--- config.mk ---
export PLATFORM = sky130hd
export DESIGN_NAME = red_seq
export DESIGN_NICKNAME = d
export VERILOG_FILES = /design/src/rtl/red_seq.sv
export SDC_FILE = /design/constraint.sdc
export NUM_CORES = 1
export LEC_CHECK = 0
export CELL_PAD_IN_SITES_DETAIL_PLACEMENT = 1
export CELL_PAD_IN_SITES_GLOBAL_PLACEMENT = 1
export CORE_AREA = 2 2 89 91
export DETAILED_ROUTE_END_ITERATION = 7
export DIE_AREA = 0 0 91 93
export PLACE_DENSITY_LB_ADDON = 0.1
export SYNTH_ARGS = -nofsm -noshare
export SYNTH_HDL_FRONTEND = slang
export SYNTH_SLANG_ARGS = --single-unit
--- constraint.sdc ---
create_clock -name clk -period 3.8 [get_ports clk]
set_input_delay 1.14 -clock clk [delete_from_list [all_inputs] [get_ports clk]]
set_output_delay 1.14 -clock clk [all_outputs]
set_load 0.01 [all_outputs]
--- src/rtl/red_seq.sv ---
// Area-reduced byte-reduction unit: sums four sign-extended bytes through a single
// 4-bit adder slice over 12 cycles. The result is held on Sum and marked by a one-cycle done pulse.
module red_seq (
  input  logic        clk,
  input  logic        rst,
  input  logic        start,
  input  logic [15:0] A,
  input  logic [15:0] B,
  output logic        busy,
  output logic        done,
  output logic [15:0] Sum
);

  typedef enum logic [1:0] {IDLE, ADD, DONE} state_t;

  state_t      state_reg, state_next;
  logic [1:0]  op_reg, op_next;
  logic [1:0]  nib_reg, nib_next;
  logic [11:0] acc_reg, acc_next;
  logic        carry_reg, carry_next;
  logic [31:0] opnd_reg, opnd_next;
  logic [15:0] sum_reg, sum_next;

  logic [11:0] opnd_ext [4];
  logic [11:0] opnd_sel;
  logic [3:0]  acc_nib, opnd_nib;
  logic        cin;
  logic [4:0]  slice;
  logic [11:0] acc_upd;

  // Bytes are packed in operand order, so op_reg indexes the byte directly.
  generate
    for (genvar gi = 0; gi < 4; gi++) begin : g_ext
      assign opnd_ext[gi] = {{4{opnd_reg[8*gi+7]}}, opnd_reg[8*gi +: 8]};
    end
  endgenerate

  always_comb begin
    opnd_sel = opnd_ext[op_reg];
    acc_upd  = acc_reg;
    case (nib_reg)
      2'd0:    begin acc_nib = acc_reg[3:0];  opnd_nib = opnd_sel[3:0];  end
      2'd1:    begin acc_nib = acc_reg[7:4];  opnd_nib = opnd_sel[7:4];  end
      default: begin acc_nib = acc_reg[11:8]; opnd_nib = opnd_sel[11:8]; end
    endcase
    cin   = (nib_reg == 2'd0) ? 1'b0 : carry_reg;
    slice = {1'b0, acc_nib} + {1'b0, opnd_nib} + {4'b0000, cin};
    case (nib_reg)
      2'd0:    acc_upd[3:0]  = slice[3:0];
      2'd1:    acc_upd[7:4]  = slice[3:0];
      default: acc_upd[11:8] = slice[3:0];
    endcase
  end

  always_comb begin
    state_next = state_reg;
    op_next    = op_reg;
    nib_next   = nib_reg;
    acc_next   = acc_reg;
    carry_next = carry_reg;
    opnd_next  = opnd_reg;
    sum_next   = sum_reg;
    case (state_reg)
      IDLE, DONE: begin
        if (start) begin
          state_next = ADD;
          op_next    = 2'd0;
          nib_next   = 2'd0;
          acc_next   = 12'd0;
          carry_next = 1'b0;
          opnd_next  = {B[15:8], A[15:8], B[7:0], A[7:0]};
        end else begin
          state_next = IDLE;
        end
      end
      ADD: begin
        acc_next   = acc_upd;
        carry_next = slice[4];
        if (nib_reg == 2'd2) begin
          nib_next = 2'd0;
          if (op_reg == 2'd3) begin
            state_next = DONE;
            op_next    = 2'd0;
            sum_next   = {{4{acc_upd[11]}}, acc_upd};
          end else begin
            op_next = op_reg + 2'd1;
          end
        end else begin
          nib_next = nib_reg + 2'd1;
        end
      end
      default: state_next = IDLE;
    endcase
  end

  always_ff @(posedge clk) begin
    if (rst) begin
      state_reg <= IDLE;
      op_reg    <= 2'd0;
      nib_reg   <= 2'd0;
      acc_reg   <= 12'd0;
      carry_reg <= 1'b0;
      opnd_reg  <= 32'd0;
      sum_reg   <= 16'd0;
    end else begin
      state_reg <= state_next;
      op_reg    <= op_next;
      nib_reg   <= nib_next;
      acc_reg   <= acc_next;
      carry_reg <= carry_next;
      opnd_reg  <= opnd_next;
      sum_reg   <= sum_next;
    end
  end

  assign busy = (state_reg == ADD);
  assign done = (state_reg == DONE);
  assign Sum  = sum_reg;

endmodule

==> impl_metrics.toml <==
[status]
status = "completed"

[clock_network]
h-tree-depth = 3
cts_max_path_buffers = 2
root_buffer = "clkbuf_8"
cts_setup_buffers = 0
clk_pin_slew_ns = 0.07
cts_made_buffers = 9
ctsResizeCount = 0
clkSinkCount = 63
cts_tree = "built"
hold_buffers = 0
clk_latency_ns = 0.33

[global_route]
overflow = 0
grt_pass1_wl_um = 12300
grt_pass1_vias = 2525
grt_max_degree = 44
antenna_found_initial = 0
gr-usage-all-layers_pct = 18.4

[pwr]
p_leak_nw = 1.27
p_per_area_mw_per_mm2 = 423
vdd.ir_drop.worst_uv = 170

[placement]
hpwlAfterDp_um = 5210
port_buffers = 52
dp_slack_ns = 0.752
dpl.cell_count = 471
finalWeightedCongestion = 0.753

[synth]
ys_warn_count = 0
synth_fp_nets = 382
syn_area_mm2 = 0.00281
syn_area_per_cell_um2 = 8.23
synth_cells = 341
synth-seq-cells = 63
ys_types = 34
ys_seq_area_share_pct = 44.9

[drt]
final_antenna_net_count = 0
routed_wl_um = 7310
vias_per_cell = 5.01
drtIter0Drc = 109
vias = 2438
drc = 0
wire_per_inst_um = 15.0
firstDrtPassIters = 6

[worst_setup_path]
rr_worst_depth = 10
worstReg2RegStart = "op_reg[0]"
crit_fanout = 11
crit_arrival_ns = 3.28
cp-start-kind = "register"
endpoint_kind = "register"
required_ns = 4.06
critPathLaunch = "op_reg[0]"
r2r_end = "acc_reg[10]"
reg2reg_slack_ns = 0.78
critPathKind = "reg -> reg"

[final_layout]
areaGrowthSynthToFinish_pct = 27.7
final_common_cell = "nand2_1"
final_cells = 487
layout-drive-gt1-share_pct = 9.09
fin_nets = 421
layout_common_cells = "nand2_1, dfxtp_1, a21oi_1, clkdlybuf4s50_1, nor2_1"
n_fill_cell = 943
largest_reg_flops = 32
insertedDiodeCount = 0

[floorplanning]
fp.dieW_um = 91
design.die.area_mm2 = 0.00846
start_util_pct = 37.3
ios = 53
row_count = 32
dieHeight_um = 93
core_region_area_mm2 = 0.00753

[timing]
setup_tns_ns = 0
max_freq_mhz = 331
drv_slew = 0
setup_violations = 0
skew_ns = 0.00560
fin_crit_sh_pct = 79.6
relSlewSlack_pct = 46.7
hold_viol_final = 0
rsz0062_at_grt = "false"
setup_ws_ns = 0.776
worstMarginPinSlew_ns = 0.800
hold_slack_ns = 0.454
fin_crit_ns = 3.02

[worst_hold_path]
holdPathStages = 2
worstHoldStart = "Sum[4]"
min-delay-path-class = "reg -> reg"
min_to = "Sum[4]"

[flow_run]
maxCapViolations = 0
## Yosys cell counts
library cell	instances	share of area [%]
nand2_1	94	13
dfxtp_1	63	45
a21oi_1	55	9.8
nor2_1	19	2.5
clkbuf_1	16	2.1
nand3_1	15	2.7
mux4_2	8	6.4
buf_2	7	1.2
nor2b_1	5	1.1
o21ai_0	5	0.89
buf_4	4	1.1
ha_1	4	1.8
inv_1	4	0.53
mux2i_1	4	1.4
nand2b_1	4	0.89
o311ai_1	4	1.2
a31oi_1	3	0.67
nand4b_1	3	0.94
nor3_1	3	0.53
buf_1	2	0.27
fa_1	2	1.4
nand3b_1	2	0.53
o22ai_1	2	0.45
or2_2	2	0.45
or4b_1	2	0.71
a211oi_1	1	0.27
and2_1	1	0.22
mux2_2	1	0.40
nand4bb_1	1	0.40
nor3b_2	1	0.45
o21ai_1	1	0.18
o221ai_1	1	0.31
or3_1	1	0.22
xor2_1	1	0.31
## how the worst max path moves through the flow
stage / endpoint / slack [ns] / depth (start not counted)
after detailed placement: acc_reg[10] / 0.75 / 10
after global placement: acc_reg[10] / 0.86 / 10
after global routing: acc_reg[10] / 0.48 / 10
final: acc_reg[10] / 0.78 / 10
after floorplan: acc_reg[10] / 1.20 / 11
after CTS: acc_reg[10] / 0.73 / 10
## cells by family (layout without fill, tap and decap cells)
family	after synthesis	after routing	share of synthesized area, %
simple gates	153	153	24.2
buf+inv	33	77	5.26
fa+ha+maj	6	6	3.21
compound gates	72	72	13.8
xor+xnor	1	1	0.312
mux	13	13	8.24
flops	63	63	44.9
## critical path, stage by stage, from the launching register on
cell and delay, ns:
dfxtp_1 0.70, mux4_2 0.59, nor2b_1 0.21, inv_1 0.07, o221ai_1 0.11, fa_1 0.25, inv_1 0.06, fa_1 0.40
xor2_1 0.31, nand3_1 0.11, a21oi_1 0.14
## metal layers
metal / up-vias / wire length [um] / GRT usage, %
li1: 1237 / - / -
met1: 1147 / 3210 / 21.6
met2: 46 / 3790 / 33.6
met3: 8 / 217 / 3.38
met4: 0 / 98 / 6.82
met5: - / 0 / 0
## metrics by stage
step,utilization [%],power (mW),instance area [um^2]
CTS,47.6,1.54,3590
detailed placement,44.6,0.891,3360
finish,47.6,1.52,3590
floorplan,-,0.817,2810
global placement,44.6,0.886,3360
global route,47.6,1.58,3590
## layout make-up
type	instances	area (um^2)	area share, %
Clock buffer	14	193	5.37
Clock inverter	2	35.0	0.977
Inverter	4	15.0	0.419
Multi-Input combinational cell	245	1400	39.1
Sequential cell	63	1260	35.2
Tap cell	102	128	3.56
Timing Repair Buffer	57	553	15.4
## where the power goes
| part | internal [mW] | switching [mW] |
|---|---|---|
| Sequential | 0.686 | 0.0223 |
| Combinational | 0.0773 | 0.0894 |
| Clock | 0.392 | 0.252 |
| Total | 1.15 | 0.364 |
Power figures use the tool's default switching activity.
